$ cat config.mk
export PLATFORM = sky130hd
export DESIGN_NAME = genius_led_player
export DESIGN_NICKNAME = d
export VERILOG_FILES = /design/src/rtl/genius_pkg.sv /design/src/rtl/genius_phase_timer.sv /design/src/rtl/genius_led_player.sv
export SDC_FILE = /design/constraint.sdc
export NUM_CORES = 1
export LEC_CHECK = 0
export CORE_ASPECT_RATIO = 0.75
export CORE_MARGIN = 10
export CORE_UTILIZATION = 55
export CTS_CLUSTER_SIZE = 10
export DETAILED_ROUTE_END_ITERATION = 10
export PLACE_DENSITY = 0.76
export SYNTH_ARGS = -nofsm -noshare
export SYNTH_HDL_FRONTEND = slang
export SYNTH_SLANG_ARGS = --single-unit
export TNS_END_PERCENT = 50
$ cat constraint.sdc
create_clock -name clk -period 4.1 [get_ports clk]
set_input_delay 0.41 -clock clk [delete_from_list [all_inputs] [get_ports clk]]
set_output_delay 0.41 -clock clk [all_outputs]
set_load 0.005 [all_outputs]
$ cat src/rtl/genius_pkg.sv
// Shared Genius game types.
//   color_t            : colour stored per sequence entry
//   velocity_t         : pace selection from the speed switch
//   led_player_state_t : LED playback FSM states
//   max4()             : largest of four values, used to size timers
//   color_to_led()     : colour -> one-hot {yellow, blue, red, green}
package genius_pkg;

   typedef enum logic [1:0] {
      COLOR_GREEN  = 2'd0,
      COLOR_RED    = 2'd1,
      COLOR_BLUE   = 2'd2,
      COLOR_YELLOW = 2'd3
   } color_t;

   typedef enum logic {
      VELOCITY_SLOW = 1'b0,
      VELOCITY_FAST = 1'b1
   } velocity_t;

   typedef enum logic [2:0] {
      S_IDLE  = 3'd0,
      S_FETCH = 3'd1,
      S_LOAD  = 3'd2,
      S_ON    = 3'd3,
      S_OFF   = 3'd4,
      S_DONE  = 3'd5
   } led_player_state_t;

   function automatic int unsigned max4(input int unsigned a, input int unsigned b,
                                        input int unsigned c, input int unsigned d);
      int unsigned m;
      m = a;
      if (b > m) m = b;
      if (c > m) m = c;
      if (d > m) m = d;
      return m;
   endfunction

   // Bit order {yellow, blue, red, green}
   function automatic logic [3:0] color_to_led(input color_t c);
      logic [3:0] v;
      v = '0;
      unique case (c)
         COLOR_GREEN:  v = 4'b0001;
         COLOR_RED:    v = 4'b0010;
         COLOR_BLUE:   v = 4'b0100;
         COLOR_YELLOW: v = 4'b1000;
      endcase
      return v;
   endfunction

endpackage

$ cat src/rtl/genius_phase_timer.sv
// Phase down-counter for the LED player.
//   clk, rst    : clock, asynchronous active-high reset
//   load_i      : load load_val_i into the counter (wins over en_i)
//   load_val_i  : value loaded, TW bits
//   en_i        : decrement by one; holds at zero
//   zero_o      : counter is zero
module genius_phase_timer #(
   parameter int unsigned TW = 5
) (
   input  logic          clk,
   input  logic          rst,
   input  logic          load_i,
   input  logic [TW-1:0] load_val_i,
   input  logic          en_i,
   output logic          zero_o
);

   logic [TW-1:0] cnt_q, cnt_d;

   always_comb begin
      cnt_d = cnt_q;
      if (load_i)
         cnt_d = load_val_i;
      else if (en_i && (cnt_q != '0))
         cnt_d = cnt_q - 1'b1;
   end

   always_ff @(posedge clk or posedge rst) begin
      if (rst) cnt_q <= '0;
      else     cnt_q <= cnt_d;
   end

   assign zero_o = (cnt_q == '0);

endmodule

$ cat src/rtl/genius_led_player.sv
// Plays the stored Genius colour sequence on the four LEDs.
//   clk, rst      : clock, asynchronous active-high reset
//   start         : request playback (sampled only when idle)
//   abort         : synchronous cancel, no done pulse
//   len           : colours to play, clamped to 2**DATA_WIDTH
//   speed_switch  : pace select, captured at start
//   rd_addr       : sequence-memory read index
//   rd_data       : sequence-memory data, one cycle after rd_addr
//   busy, done    : playback active / one-cycle completion pulse
//   led_*         : registered one-hot colour LEDs
module genius_led_player
   import genius_pkg::*;
#(
   parameter int unsigned DATA_WIDTH = 4,
   parameter int unsigned ON_SLOW    = 20,
   parameter int unsigned OFF_SLOW   = 10,
   parameter int unsigned ON_FAST    = 8,
   parameter int unsigned OFF_FAST   = 4
) (
   input  logic                  clk,
   input  logic                  rst,
   input  logic                  start,
   input  logic                  abort,
   input  logic [DATA_WIDTH:0]   len,
   input  velocity_t             speed_switch,
   output logic [DATA_WIDTH-1:0] rd_addr,
   input  color_t                rd_data,
   output logic                  busy,
   output logic                  done,
   output logic                  led_green,
   output logic                  led_red,
   output logic                  led_blue,
   output logic                  led_yellow
);

   localparam int unsigned TW = $clog2(max4(ON_SLOW, OFF_SLOW, ON_FAST, OFF_FAST) + 1);
   localparam logic [TW-1:0] ON_SLOW_M1  = TW'(ON_SLOW - 1);
   localparam logic [TW-1:0] OFF_SLOW_M1 = TW'(OFF_SLOW - 1);
   localparam logic [TW-1:0] ON_FAST_M1  = TW'(ON_FAST - 1);
   localparam logic [TW-1:0] OFF_FAST_M1 = TW'(OFF_FAST - 1);
   localparam logic [DATA_WIDTH:0] LEN_MAX = {1'b1, {DATA_WIDTH{1'b0}}};

   led_player_state_t     state_q, state_d;
   logic [DATA_WIDTH:0]   len_q, len_d;
   velocity_t             spd_q, spd_d;
   logic [DATA_WIDTH-1:0] idx_q, idx_d;
   color_t                color_q, color_d;
   logic [3:0]            led_q, led_d;
   logic                  busy_q, busy_d;
   logic                  done_q, done_d;

   logic                  tmr_load, tmr_en, tmr_zero;
   logic [TW-1:0]         tmr_val;
   logic [TW-1:0]         t_on_m1, t_off_m1;
   logic [DATA_WIDTH:0]   len_clamp;
   logic                  last_colour;

   assign t_on_m1     = (spd_q == VELOCITY_SLOW) ? ON_SLOW_M1  : ON_FAST_M1;
   assign t_off_m1    = (spd_q == VELOCITY_SLOW) ? OFF_SLOW_M1 : OFF_FAST_M1;
   assign len_clamp   = (len > LEN_MAX) ? LEN_MAX : len;
   assign last_colour = ({1'b0, idx_q} == (len_q - 1'b1));

   genius_phase_timer #(.TW(TW)) u_timer (
      .clk        (clk),
      .rst        (rst),
      .load_i     (tmr_load),
      .load_val_i (tmr_val),
      .en_i       (tmr_en),
      .zero_o     (tmr_zero)
   );

   always_comb begin
      state_d  = state_q;
      len_d    = len_q;
      spd_d    = spd_q;
      idx_d    = idx_q;
      color_d  = color_q;
      tmr_load = 1'b0;
      tmr_val  = '0;
      tmr_en   = 1'b0;

      if (abort) begin
         state_d = S_IDLE;
      end else begin
         unique case (state_q)
            S_IDLE: begin
               if (start) begin
                  len_d   = len_clamp;
                  spd_d   = speed_switch;
                  idx_d   = '0;
                  state_d = (len_clamp == '0) ? S_DONE : S_FETCH;
               end
            end
            S_FETCH: state_d = S_LOAD;
            S_LOAD: begin
               color_d  = rd_data;
               tmr_load = 1'b1;
               tmr_val  = t_on_m1;
               state_d  = S_ON;
            end
            S_ON: begin
               if (tmr_zero) begin
                  tmr_load = 1'b1;
                  tmr_val  = t_off_m1;
                  state_d  = S_OFF;
               end else begin
                  tmr_en = 1'b1;
               end
            end
            S_OFF: begin
               if (tmr_zero) begin
                  if (last_colour) begin
                     state_d = S_DONE;
                  end else begin
                     idx_d   = idx_q + 1'b1;
                     state_d = S_FETCH;
                  end
               end else begin
                  tmr_en = 1'b1;
               end
            end
            S_DONE:  state_d = S_IDLE;
            default: state_d = S_IDLE;
         endcase
      end
   end

   // Outputs are registered from the current state, so they trail the FSM by
   // one cycle; abort clears them on the same edge it returns the FSM to idle.
   always_comb begin
      led_d  = ((state_q == S_ON) && !abort) ? color_to_led(color_q) : '0;
      busy_d = !abort && (state_q inside {S_FETCH, S_LOAD, S_ON, S_OFF});
      done_d = !abort && (state_q == S_DONE);
   end

   always_ff @(posedge clk or posedge rst) begin
      if (rst) begin
         state_q <= S_IDLE;
         len_q   <= '0;
         spd_q   <= VELOCITY_SLOW;
         idx_q   <= '0;
         color_q <= COLOR_GREEN;
         led_q   <= '0;
         busy_q  <= 1'b0;
         done_q  <= 1'b0;
      end else begin
         state_q <= state_d;
         len_q   <= len_d;
         spd_q   <= spd_d;
         idx_q   <= idx_d;
         color_q <= color_d;
         led_q   <= led_d;
         busy_q  <= busy_d;
         done_q  <= done_d;
      end
   end

   assign rd_addr    = idx_q;
   assign busy       = busy_q;
   assign done       = done_q;
   assign led_green  = led_q[0];
   assign led_red    = led_q[1];
   assign led_blue   = led_q[2];
   assign led_yellow = led_q[3];

endmodule

==> out/qor.txt, run 1 <==
result of the run - finished clean
count of mapped cells out of synthesis - 165
sum of internal, switching and leakage power - 0.809 mW
count of buffer and inverter cells on the critical path - 1
wire length after detailed routing - 3330 um
final weighted congestion in routability-driven placement - 0.924
peak per-stage delay on the critical path - 0.47 ns
cells traversed along the worst timing path - inv_1 > ha_1 > or3b_2 > a211oi_1 > nand4_1 > nand2_1 > mux2_2
Yosys cell types - 43
clock root buffer master - sky130_fd_sc_hd__clkbuf_8
chip width - 81.0 um
Main synth FF type - sky130_fd_sc_hd__dfrtp_1
maximum buffer depth of the clock tree - 2
number of standard cells in the final layout excluding fillers - 218
placed cell count - 214
relative contribution of the clock network to total power - 0.204
vias per std cell - 5.69
number of synthesized register bits - 26
Worst-Margin Slew - 0.989 ns
hold buffer count at cts - 0
area of all placed cells without fillers - 0.00181 mm^2
wire length of the first global-routing pass - 5620 um
number of fill cells in the layout - 218
DP HPWL - 2430 um
fraction of final layout cells sized beyond drive strength 1 - 0.0989
num rows - 16
starting density of the core - 0.581
post-placement worst setup slack - 1.75 ns
Clock Pin Slew Worst Setup and Hold Paths - 0.09 ns
smallest hold slack - 0.456 ns
Final #Nets - 199
number of global-route vias before repair - 1140
number of buffers added on ports - 21
Max-cap violations - 0
final setup slack of the worst path - 1.73 ns
overall via count from detail_route - 1240
clock latency on the worst-skew pair - 0.27 ns
number of ports placed on the die boundary - 22
relative slew slack - 0.340
Area Overhead vs Synth - 17.6%
EDFF count, synth - 0
final number of max-transition violations - 0
WS Path Type - reg2reg
first-pass iteration count of the detailed router - 4
count of antenna diodes in the layout - 0
CP Launch Type - flop
highest attainable clock frequency - 0.422 GHz
pin count of the biggest net entering global routing - 27
number of warnings reported in the yosys synthesis log - 0
number of buffers created by CTS - 3
total negative slack - 0 ns
hold violation count in the final report - 0
asr flop ratio synth - 1.00
VDD IR-drop max - 0.000287 V
leak pwr - 0.752 nW
post-route clock skew - 0.00207 ns
net switching power - 0.285 mW
cell type of the slowest stage on the worst timing path - sky130_fd_sc_hd__or3b_2
part of the cycle the worst path needs - 0.579
Internal Power - 0.523 mW
Placed Instance Area - 0.00175 mm^2
final-report setup violation count - 0
RSZ-0062 raised after global routing - no
CTS tree - done
count of nets left with antenna violations after detail routing - 0
CTS-repair resized insts - 0
routed len/inst - 15.3 um
count of unresolved DRC violations after routing - 0
fraction of the core area covered by cells at the end of the flow - 0.684
relative contribution of combinational cells to total power - 0.324
average instance area after synthesis - 9.31 um^2
netlist area before placement - 0.00154 mm^2
number of DRC markers after the initial detailed-route iteration - 87
number of setup buffers added after CTS - 0
register area share after synthesis - 0.423
hold crit path type - reg2reg
crit path capture type - flop
overflow left after global routing - 0
Post-Synthesis Net Count - 181
Reg power frac - 0.472
initial antenna violation count - 0
time the worst path needs with I/O delays and setup - 2.37 ns
global-route usage over all layers - 0.131
Crit path arrival time - 2.54 ns
total die area - 0.00533 mm^2
Net Sw Frac - 0.353
cell family with most CP delay - simple AND/OR/NAND/NOR gates
CORE AREA - 0.00264 mm^2
power per unit of standard cell area - 448 mW/mm^2
H-tree depth reported by CTS - 1
endpoint required time on the critical path - 4.26 ns
clock tree sinks - 26
die outline height - 65.8 um
Worst Path Max Fanout - 4
power groups by stage:
stage	clock network [mW]	registers, mW	logic (mW)
after floorplan	0	0.358	0.216
after global placement	0	0.381	0.250
after detailed placement	0	0.385	0.259
after CTS	0.169	0.380	0.261
after global routing	0.180	0.390	0.295
final	0.165	0.381	0.262
cell usage after synthesis (2+ instances only):
cell type | instances | area (um^2)
sky130_fd_sc_hd__clkbuf_1 | 5 | 18.8
sky130_fd_sc_hd__nand3_1 | 8 | 40.0
sky130_fd_sc_hd__nor4_1 | 2 | 12.5
sky130_fd_sc_hd__buf_2 | 2 | 10.0
sky130_fd_sc_hd__mux2_2 | 6 | 67.6
sky130_fd_sc_hd__nor2b_1 | 4 | 25.0
sky130_fd_sc_hd__a21oi_1 | 10 | 50.1
sky130_fd_sc_hd__nand2b_1 | 6 | 37.5
sky130_fd_sc_hd__and3_1 | 2 | 12.5
sky130_fd_sc_hd__nand4_1 | 2 | 12.5
sky130_fd_sc_hd__a22oi_1 | 2 | 15.0
sky130_fd_sc_hd__nor3b_1 | 3 | 22.5
sky130_fd_sc_hd__a21boi_0 | 2 | 15.0
sky130_fd_sc_hd__inv_1 | 9 | 33.8
sky130_fd_sc_hd__ha_1 | 4 | 50.1
sky130_fd_sc_hd__dfrtp_1 | 26 | 651
sky130_fd_sc_hd__xnor2_1 | 5 | 43.8
sky130_fd_sc_hd__a31oi_1 | 4 | 25.0
sky130_fd_sc_hd__o211ai_1 | 2 | 15.0
sky130_fd_sc_hd__nor2_1 | 10 | 37.5
sky130_fd_sc_hd__nor3_1 | 5 | 25.0
sky130_fd_sc_hd__o21ai_0 | 11 | 55.1
sky130_fd_sc_hd__mux2i_1 | 3 | 30.0
sky130_fd_sc_hd__nand2_1 | 13 | 48.8
worst paths after layout:
path	startpoint	to	slack (ns)	depth (start not counted)
hold / removal	color_q[0]	led_q[2]	0.46	1
min in group asynchronous	rst	busy	0.66	2
setup / recovery	len_q[0]	rd_addr[0]	1.73	7
max in group asynchronous	rst	led_q[0]	2.84	2
setup reg to reg	len_q[0]	rd_addr[0]	1.73	7
hold reg to reg	color_q[0]	led_q[2]	0.46	1
placed cells by master, fill, tap and decap left out, drive strengths merged, types with 3 or more instances in the layout:
cell / Yosys / layout
nand2: 13 / 13
nor2b: 4 / 4
clkdlybuf4s50: 0 / 21
inv: 9 / 9
nor2: 10 / 10
ha: 4 / 4
nor3b: 3 / 3
a31oi: 4 / 4
clkbuf: 5 / 4
nor4: 3 / 3
a21oi: 11 / 11
mux2: 6 / 6
xnor2: 5 / 5
mux2i: 3 / 3
nor3: 5 / 5
dfrtp: 26 / 26
nand3: 8 / 8
nand2b: 6 / 6
o21ai: 13 / 13
sequential cells by signal (all words and copies together), names as in the netlist:
signal	cells
len_q	5
color_q	2
state_q	3
spd_q	1
rd_addr	4
done	1
busy	1
u_timer.cnt_q	5
led_q	4
logic make-up (layout without fill, tap and decap cells):
logic type / Yosys count / count (layout) / share of synthesized area
AOI/OAI and AO/OA: 42 / 42 / 0.174
xor gates and xnor gates: 6 / 6 / 0.0342
adders and majority gates: 4 / 4 / 0.0326
buffers and inverters: 17 / 34 / 0.0480
DFF: 26 / 26 / 0.423
muxes: 9 / 9 / 0.0635
and+or+nand+nor: 61 / 61 / 0.224
metal layers:
metal | global-route usage | up-vias | routed length, um
li1 | - | 624 | -
met2 | 0.192 | 34 | 1480
met3 | 0.0435 | 0 | 223
met1 | 0.184 | 582 | 1630
met4 | 0.0237 | 0 | 0
met5 | 0 | - | 0
layout make-up:
cell class              count  area (um^2)  area share
inverters                   9         33.8      0.0187
repair buffers             21          210       0.116
well taps                  36         45.0      0.0249
flip-flops and latches     26          651       0.360
clock buffers               4         55.1      0.0305
multi-input cells         122          812       0.449
Note: power is estimated with default switching activity, not from simulation.
==> inputs of run 2 (changes only) <==
Settings changed: CORE_UTILIZATION 55 to 48, PLACE_DENSITY 0.76 to 0.7.
Clock period 4.1 ns to 1.95 ns, I/O delays scaled along.
==> run 2 against run 1 <==
Routed wire length up 18%; combinational power rose to 3.1 times the previous value; clock skew up 0.0088 ns; largest power group is now combinational logic.
==> out/qor.txt, run 2 (synthesized netlist as in run 1, its figures left out) <==
starting density of the core - 0.512 (-0.0691)
global-route usage over all layers - 0.135 (+0.00339)
Final #Nets - 228 (+15%)
commonest non-fill, non-tap cells in the layout - sky130_fd_sc_hd__buf_4, sky130_fd_sc_hd__dfrtp_1, sky130_fd_sc_hd__clkdlybuf4s50_1, sky130_fd_sc_hd__nand2_1, sky130_fd_sc_hd__o21ai_0
final-report setup violation count - 0 (unchanged)
final weighted congestion in routability-driven placement - 0.889 (-3.8%)
Max-cap violations - 0 (unchanged)
overflow left after global routing - 0 (unchanged)
post-route clock skew - 0.0109 ns (+0.00882 ns)
die outline height - 69.0 um (+4.9%)
clock root buffer master - sky130_fd_sc_hd__clkbuf_8
total die area - 0.00589 mm^2 (+10%)
hold crit path type - in2async
power per unit of standard cell area - 971 mW/mm^2 (+120%)
smallest hold slack - 0.302 ns (-0.154 ns)
time the worst path needs with I/O delays and setup - 1.94 ns (-0.429 ns)
routed len/inst - 15.7 um (+3.1%)
relative contribution of the clock network to total power - 0.222 (+0.018)
chip width - 85.3 um (+5.3%)
hold buffer count at cts - 0 (unchanged)
cell type of the slowest stage on the worst timing path - sky130_fd_sc_hd__or4b_4
CORE AREA - 0.00300 mm^2 (+13%)
largest registers ranked by flip-flop count - len_q: 5 flops, u_timer.cnt_q: 5 flops
wire length of the first global-routing pass - 6470 um (+15%)
Worst R2R Setup Slack - 0.006 ns (-1.72 ns)
clock tree sinks - 26 (unchanged)
first-pass iteration count of the detailed router - 4 (unchanged)
RSZ-0062 raised after global routing - yes
Net Sw Frac - 0.334 (-0.0190)
count of unresolved DRC violations after routing - 0 (unchanged)
vias per std cell - 5.62 (-1.2%)
hold violation count in the final report - 0 (unchanged)
sum of internal, switching and leakage power - 2.05 mW (+150%)
net switching power - 0.684 mW (+140%)
WS Path Type - reg2reg
wire length after detailed routing - 3920 um (+18%)
register area - 651 um^2 (unchanged)
number of global-route vias before repair - 1356 (+19%)
initial antenna violation count - 0 (unchanged)
number of cells on the worst reg-to-reg path - 7 (unchanged)
pin count of the biggest net entering global routing - 27 (unchanged)
Worst-Margin Slew - 0.344 ns (-0.645 ns)
overall via count from detail_route - 1399 (+13%)
cells traversed along the worst timing path - inv_2 > ha_4 > or4b_4 > o21ai_1 > o211ai_1 > or3_1 > o21ai_2
peak per-stage delay on the critical path - 0.50 ns (+0.03 ns)
Internal Power - 1.37 mW (+160%)
total area of multi-input combinational cells - 868 um^2 (+6.9%)
Crit path arrival time - 2.15 ns (-0.39 ns)
endpoint required time on the critical path - 2.16 ns (-2.10 ns)
VDD IR-drop max - 0.000729 V (+150%)
crit path capture type - flop
part of the cycle the worst path needs - 0.997 (+0.418)
number of ports placed on the die boundary - 22 (unchanged)
total negative slack - 0 ns (unchanged)
highest attainable clock frequency - 0.515 GHz (+22%)
number of DRC markers after the initial detailed-route iteration - 108 (+24%)
count of nets left with antenna violations after detail routing - 0 (unchanged)
clock latency on the worst-skew pair - 0.28 ns (about the same)
Placed Instance Area - 0.00194 mm^2 (+11%)
fraction of the core area covered by cells at the end of the flow - 0.704 (+0.0205)
leak pwr - 0.918 nW (+22%)
Area Overhead vs Synth - 37.5%
number of buffers created by CTS - 3 (unchanged)
most common cell after layout, fill and taps aside - sky130_fd_sc_hd__buf_4
num rows - 17 (+1)
number of fill cells in the layout - 218 (unchanged)
Worst Path Max Fanout - 6 (+2)
H-tree depth reported by CTS - 1 (unchanged)
DP HPWL - 2780 um (+15%)
Clock Pin Slew Worst Setup and Hold Paths - 0.10 ns (about the same)
fraction of final layout cells sized beyond drive strength 1 - 0.275 (+0.176)
relative slew slack - 0.770 (+0.430)
relative contribution of combinational cells to total power - 0.399 (+0.075)
Reg power frac - 0.378 (-0.094)
CTS tree - done
CP Launch Type - flop
final number of max-transition violations - 0 (unchanged)
maximum buffer depth of the clock tree - 2 (unchanged)
number of buffers added on ports - 21 (unchanged)
result of the run - finished clean
count of antenna diodes in the layout - 0 (unchanged)
area of all placed cells without fillers - 0.00211 mm^2 (+17%)
run 2: timing repair:
action                     4_1_cts  5_1_grt
pin swaps                        0        4
buffers inserted                 0        7
setup endpoints to repair        4        8
gates resized for setup          2       11
run 2: power by group through the flow:
stage / clock network, mW / logic, mW / registers [mW]
after floorplan: 0 / 0.467 / 0.755
after global placement: 0 / 0.641 / 0.775
after detailed placement: 0 / 0.682 / 0.778
after CTS: 0.465 / 0.690 / 0.772
after global routing: 0.494 / 0.905 / 0.792
final: 0.456 / 0.819 / 0.775
run 2: per-layer routing:
layer,vias up,track usage,share of wire
met2,51,0.206,0.44
met5,-,0,0
met1,656,0.177,0.45
li1,682,-,-
met3,10,0.0457,0.078
met4,0,0.0410,0.027
run 2: final timing paths:
kind,startpoint,to
max,u_timer.cnt_q[1],state_q[2]
max in group asynchronous,rst,color_q[1]
min in group clk,color_q[0],led_q[2]
min,rst,rd_addr[0]
max reg2reg,u_timer.cnt_q[1],state_q[2]
min reg2reg,color_q[0],led_q[2]
run 2: cell type report:
class                   count  area share
well taps                  38      0.0225
multi-input cells         122       0.411
clock inverters             1      0.0142
inverters                   9      0.0160
flip-flops and latches     26       0.308
repair buffers             50       0.209
clock buffers               3      0.0195
run 2: worst max-delay path: cells and delay by family, from the launching register on:
family	cells	cell delay (ns)
buf+inv	1	0.10
flops	1	0.40
compound gates	3	0.35
simple gates	2	0.90
fa+ha+maj	1	0.13
run 2: stage by stage:
stage	setup WS, ns	std cells
after floorplan	0.0368	165
after global placement	0.0466	238
after detailed placement	-0.0793	238
after CTS	0.0131	242
after global routing	-0.101	249
final	0.00640	249
